===== config.mk =====
export PLATFORM = sky130hd
export DESIGN_NAME = product_accumulator_flat
export DESIGN_NICKNAME = d
export VERILOG_FILES = /design/src/rtl/product_accumulator_if.sv /design/src/rtl/product_accumulator.sv /design/src/flat_wrapper.sv
export SDC_FILE = /design/constraint.sdc
export NUM_CORES = 1
export LEC_CHECK = 0
export BUFFER_PORTS_ARGS = -buffer_cell sky130_fd_sc_hd__buf_2
export CORE_AREA = 10 10 109 111
export CTS_CLUSTER_DIAMETER = 150
export DETAILED_ROUTE_END_ITERATION = 8
export DIE_AREA = 0 0 119 121
export GPL_TIMING_DRIVEN = 0
export PLACE_DENSITY = 0.76
export SLEW_MARGIN = 20
export SYNTH_ARGS = -nofsm -noshare
export SYNTH_HDL_FRONTEND = slang
export SYNTH_SLANG_ARGS = --single-unit

===== constraint.sdc =====
create_clock -name clk -period 7.4 [get_ports clk]
set_clock_uncertainty 0.1 [all_clocks]
set_input_delay 1.48 -clock clk [delete_from_list [all_inputs] [get_ports clk]]
set_output_delay 1.48 -clock clk [all_outputs]
set_load 0.05 [all_outputs]

===== src/rtl/product_accumulator_if.sv =====
// Valid/ready bus pair for product_accumulator: product stream in, Q15 result out.
// The slave modport is the accumulator side; the master modport is its environment.
interface product_accumulator_if;
    logic signed [31:0] P;
    logic               p_valid;
    logic               p_ready;
    logic signed [15:0] Y;
    logic               y_sat;
    logic               y_valid;
    logic               y_ready;

    modport slave (
        input  P,
        input  p_valid,
        output p_ready,
        output Y,
        output y_sat,
        output y_valid,
        input  y_ready
    );

    modport master (
        output P,
        output p_valid,
        input  p_ready,
        input  Y,
        input  y_sat,
        input  y_valid,
        output y_ready
    );
endinterface


===== src/rtl/product_accumulator.sv =====
// Sums N_TAPS signed 32-bit products per frame and emits one saturated Q15 result.
// Optional round-half-up before the output shift: define PRODUCT_ACC_ROUND_EN.
module product_accumulator #(
    parameter int N_TAPS    = 8,
    parameter int ACC_W     = 40,
    parameter int OUT_SHIFT = 15
) (
    input  logic                 clk,
    input  logic                 rst_n,
    input  logic                 clr,
    product_accumulator_if.slave bus
);

    localparam int CNT_W = (N_TAPS > 2) ? $clog2(N_TAPS) : 1;
    localparam logic [CNT_W-1:0] CNT_ZERO = {CNT_W{1'b0}};
    localparam logic [CNT_W-1:0] CNT_ONE  = {{(CNT_W-1){1'b0}}, 1'b1};
    localparam logic [CNT_W-1:0] LAST_IDX = CNT_W'(N_TAPS - 1);
    localparam logic signed [ACC_W-1:0] ACC_ZERO = {ACC_W{1'b0}};
    localparam logic signed [ACC_W:0] SAT_MAX = {{(ACC_W-15){1'b0}}, 16'h7FFF};
    localparam logic signed [ACC_W:0] SAT_MIN = {{(ACC_W-15){1'b1}}, 16'h8000};
`ifdef PRODUCT_ACC_ROUND_EN
    localparam logic signed [ACC_W:0] RND_BIAS = {{ACC_W{1'b0}}, 1'b1} << (OUT_SHIFT - 1);
`endif

    typedef enum logic [0:0] {
        ST_ACCUM = 1'b0,
        ST_OUT   = 1'b1
    } state_t;

    state_t                   state_r;
    logic [CNT_W-1:0]         count_r;
    logic signed [ACC_W-1:0]  acc_r;
    logic [15:0]              y_r;
    logic                     y_sat_r;
    logic                     y_valid_r;

    logic signed [ACC_W-1:0]  p_ext_s;
    logic signed [ACC_W-1:0]  base_s;
    logic signed [ACC_W-1:0]  sum_s;
    logic signed [ACC_W:0]    wide_s;
    logic signed [ACC_W:0]    shifted_s;
    logic [16:0]              sat_res_s;

    // Clip to the signed 16-bit range; MSB of the result flags clipping.
    function automatic logic [16:0] sat16(input logic signed [ACC_W:0] v);
        logic [16:0] r;
        if (v > SAT_MAX) begin
            r = {1'b1, 16'h7FFF};
        end else if (v < SAT_MIN) begin
            r = {1'b1, 16'h8000};
        end else begin
            r = {1'b0, v[15:0]};
        end
        return r;
    endfunction

    // Running sum including the presented product, and its scaled/saturated form.
    always_comb begin
        p_ext_s = {{(ACC_W-32){bus.P[31]}}, bus.P};
        if (count_r == CNT_ZERO) begin
            base_s = ACC_ZERO;
        end else begin
            base_s = acc_r;
        end
        sum_s = base_s + p_ext_s;
`ifdef PRODUCT_ACC_ROUND_EN
        wide_s = {sum_s[ACC_W-1], sum_s} + RND_BIAS;
`else
        wide_s = {sum_s[ACC_W-1], sum_s};
`endif
        shifted_s = wide_s >>> OUT_SHIFT;
        sat_res_s = sat16(shifted_s);
    end

    // Frame FSM: accumulate products, then hold the result until taken.
    always_ff @(posedge clk or negedge rst_n) begin
        if (!rst_n) begin
            state_r   <= ST_ACCUM;
            count_r   <= CNT_ZERO;
            acc_r     <= ACC_ZERO;
            y_r       <= 16'h0000;
            y_sat_r   <= 1'b0;
            y_valid_r <= 1'b0;
        end else if (clr) begin
            // Abort wins over any accept or result handshake in the same cycle.
            state_r   <= ST_ACCUM;
            count_r   <= CNT_ZERO;
            acc_r     <= ACC_ZERO;
            y_valid_r <= 1'b0;
        end else begin
            case (state_r)
                ST_ACCUM: begin
                    if (bus.p_valid) begin
                        if (count_r == LAST_IDX) begin
                            y_r       <= sat_res_s[15:0];
                            y_sat_r   <= sat_res_s[16];
                            y_valid_r <= 1'b1;
                            count_r   <= CNT_ZERO;
                            acc_r     <= ACC_ZERO;
                            state_r   <= ST_OUT;
                        end else begin
                            acc_r   <= sum_s;
                            count_r <= count_r + CNT_ONE;
                        end
                    end else begin
                        acc_r <= acc_r;
                    end
                end
                ST_OUT: begin
                    if (bus.y_ready) begin
                        y_valid_r <= 1'b0;
                        state_r   <= ST_ACCUM;
                    end else begin
                        y_valid_r <= 1'b1;
                    end
                end
                default: begin
                    state_r   <= ST_ACCUM;
                    count_r   <= CNT_ZERO;
                    acc_r     <= ACC_ZERO;
                    y_valid_r <= 1'b0;
                end
            endcase
        end
    end

    // p_ready decodes state only; held low while reset is asserted.
    assign bus.p_ready = rst_n & (state_r == ST_ACCUM);
    assign bus.Y       = y_r;
    assign bus.y_sat   = y_sat_r;
    assign bus.y_valid = y_valid_r;

endmodule


===== src/flat_wrapper.sv =====
// flat-port wrapper written by rule: the top's interface ports become plain ports
module product_accumulator_flat 
#(
    parameter int N_TAPS    = 8,
    parameter int ACC_W     = 40,
    parameter int OUT_SHIFT = 15
)
  (clk, rst_n, clr, bus_P, bus_p_valid, bus_p_ready, bus_Y, bus_y_sat, bus_y_valid, bus_y_ready);
  product_accumulator_if bus_i ();
  input  logic clk;
  input  logic rst_n;
  input  logic clr;
  input wire logic [$bits(bus_i.P)-1:0] bus_P;
  input wire logic [$bits(bus_i.p_valid)-1:0] bus_p_valid;
  output wire logic [$bits(bus_i.p_ready)-1:0] bus_p_ready;
  output wire logic [$bits(bus_i.Y)-1:0] bus_Y;
  output wire logic [$bits(bus_i.y_sat)-1:0] bus_y_sat;
  output wire logic [$bits(bus_i.y_valid)-1:0] bus_y_valid;
  input wire logic [$bits(bus_i.y_ready)-1:0] bus_y_ready;
  assign bus_i.P = bus_P;
  assign bus_i.p_valid = bus_p_valid;
  assign bus_p_ready = bus_i.p_ready;
  assign bus_Y = bus_i.Y;
  assign bus_y_sat = bus_i.y_sat;
  assign bus_y_valid = bus_i.y_valid;
  assign bus_i.y_ready = bus_y_ready;
  product_accumulator #(.N_TAPS(N_TAPS), .ACC_W(ACC_W), .OUT_SHIFT(OUT_SHIFT)) u_core (.clk(clk), .rst_n(rst_n), .clr(clr), .bus(bus_i));
endmodule

==> flow_summary.toml <==
[worst_setup_path]
crit_buf_inv = 5
cp_cell_sequence = "inv_1, ha_1, nand2b_1, clkbuf_1, clkbuf_1, and2_1, ha_1, clkbuf_1, a21oi_1, nor2_1, a211oi_1, nand3_1, o21ai_2, o31ai_1, xnor2_1, nand4b_1, o41ai_4, buf_4, a32oi_1"
critical_path_required_ps = 7500
slowest_delay_ps = 480
crit_type = "reg2reg"
cp-end-kind = "flop"
cp_max_fo = 10
start_kind = "flop"
critPathMostFrequentCell = "clkbuf_1"
crit_slowest_cell = "o41ai_4"
crit_family = "compound AO/OA/AOI/OAI gates"
critPathArrivalTime_ps = 5330

[synth]
yosysUniqueCellTypes = 65
synth_common_cells = "a21oi_1 (67), nand2_1 (67), dfrtp_1 (62)"
netlist_instances = 621
ys.flop_type = "dfrtp_1"
syn_nets = 701
synth-seq-cells = 62
seq_area_frac_synth_pct = 28.76
ys_top_cells_by_area = "dfrtp_1 (29%), ha_1 (9.7%), a21oi_1 (6.2%)"
syn_area_um2 = 5394
avgSynthCellArea_um2 = 8.686
ys.warnings.count = 0
synth-edff-count = 0
synth_top_area_share_pct = 28.76
async_flop_share_pct = 100.0
yosysTopAreaCell = "dfrtp_1"

[clocking]
root_buffer = "clkbuf_8"
hold_buffers = 0
cts_resized = 0
htree_levels = 3
clk_pin_slew_ps = 70
clk_latency_ps = 350
numCtsBuffers = 9
cts_tree = "built"
cts.sinks = 62
clk_path_buf_depth = 2
post_cts_buffers = 0

[global_routing]
grt_pass1_wl_mm = 25.25
track_usage_pct = 21.29
antenna_found_initial = 0
grt_pass1_vias = 5061
grt_max_degree = 41
grt_overflow_total = 0

[drt]
ant_nets = 0
drc = 0
drt-pass1-iter-count = 5
vias_per_cell = 5.993
drt_iter0_drc = 346
vias = 4944
drt-wirelength-per-cell_um = 18.40
routed_wl_mm = 15.18

[finish]
layout.cells.non_filler = 825
design_area_um2 = 6080
drive_above_1_share_pct = 16.18
area_growth_pct = 12.71
fill_cells = 870
nets = 768
diodes = 0

[place]
place_area_um2 = 5858
placed_cells = 810
gp_congestion = 0.9295
place_ws_ps = 2258
port_buffers = 55
dpl.hpwl_mm = 11.94

[sta]
rsz0062_at_grt = "no"
tightest_slew_ps = 1128
period_needed_ps = 5225
fin_setup_tns_ps = 0
max_freq_ghz = 0.1914
maxSlewViolCount = 0
finalSetupViolCount = 0
hold_viol_final = 0
slew_headroom_pct = 24.21
timing.final.crit_share_pct = 70.61
layout_setup_ws_ps = 2175

[job]
drv_cap = 0

[floorplan]
die_area_um2 = 14400
die_h_um = 121
initial_core_util_pct = 55.96
rows = 36
coreArea_um2 = 9639
ioPinCount = 56
fp.dieW_um = 119

[power_and_ir_drop]
max-vdd-ir-drop_v = 0.0001236
leakage_nw = 2.786
p_per_area_nw_per_um2 = 162.3
p_total_uw = 986.4

[status]
outcome = "finished clean"

[worst_hold_path]
min-delay-path-class = "reg2reg"
==> per-stage QoR <==
| stage | hold slack, ps | util [%] |
|---|---|---|
| 2_1_floorplan | 341.8 | - |
| 3_3_place_gp | 357.2 | 60.54 |
| 3_5_place_dp | 364.3 | 60.77 |
| 4_1_cts | 379.9 | 63.07 |
| 5_1_grt | 399.6 | 63.07 |
| 6_report | 377.5 | 63.07 |
==> layout by cell type (no fill, tap or decap), types with 6 or more instances in the layout <==
master	Yosys	routed
nand2_1	67	67
a21oi_1	67	67
dfrtp_1	62	62
buf_2	2	56
and2_1	44	44
ha_1	42	42
o21ai_0	36	36
nor2_1	33	33
a22o_1	28	28
xnor2_1	26	26
clkbuf_1	20	20
inv_1	14	14
a21o_1	13	13
nand4_1	13	13
clkbuf_8	0	11
nand3_1	10	10
buf_4	9	10
xor2_1	10	10
nor3_1	8	8
o21a_1	8	8
a32oi_2	8	8
buf_6	7	7
a32oi_1	7	7
o21ai_1	6	6
a211oi_1	6	6
==> registers in the layout (all words and copies together) (netlist names) <==
signal	count
u_core.acc_r	40
u_core.count_r	3
u_core.state_r	1
u_core.bus.y_sat	1
u_core.bus.Y	16
u_core.bus.y_valid	1
==> worst reg2reg max path, delay by kind of cell, from the launching register on <==
family / cells / cell delay (ps)
adder cells (fa/ha/maj): 2 / 410
AO/OA/AOI/OAI: 6 / 1590
flip-flops: 1 / 400
buffers and inverters: 5 / 1350
AND/OR/NAND/NOR: 5 / 790
XOR/XNOR: 1 / 450
==> kinds of logic after synthesis <==
logic type      synth area share (%)
mux                           0.7655
flops                          28.76
fa+ha+maj                      10.11
compound gates                 28.53
xor+xnor                       5.845
simple gates                   20.53
buf+inv                        5.451
==> metal layers <==
metal	GRT usage (%)	up-vias	part of all wire, %
met5	0	-	0
met4	6.718	0	1.9
met3	3.350	23	4.7
met2	34.34	176	46
met1	28.61	2335	47
li1	-	2410	-
==> where the power goes <==
| part | switching, mW | internal (mW) |
|---|---|---|
| clock | 0.144 | 0.205 |
| sequential | 0.0102 | 0.358 |
| combinational | 0.167 | 0.101 |
| total | 0.322 | 0.665 |
==> path summary, 6_finish.rpt <==
kind	start	endpoint	slack, ps	cells after the start
max	u_core.count_r[0]	u_core.bus.Y[6]	2170	19
min	u_core.acc_r[32]	u_core.acc_r[32]	380	2
max reg2reg	u_core.count_r[0]	u_core.bus.Y[6]	2170	19
min reg2reg	u_core.acc_r[32]	u_core.acc_r[32]	380	2
max in group asynchronous	rst_n	u_core.acc_r[6]	5750	2
min in group asynchronous	rst_n	u_core.acc_r[17]	920	1
==> cell type report <==
type,instances,area [µm²],area share (%)
Buffer,39,241.5,3.972
Inverter,14,52.55,0.8644
Timing Repair Buffer,56,297.8,4.898
Multi-Input combinational cell,506,3548,58.37
Clock inverter,4,70.07,1.153
Sequential cell,62,1551,25.52
Clock buffer,11,151.4,2.490
Tap cell,133,166.4,2.737
(Power assumes the default switching activity.)
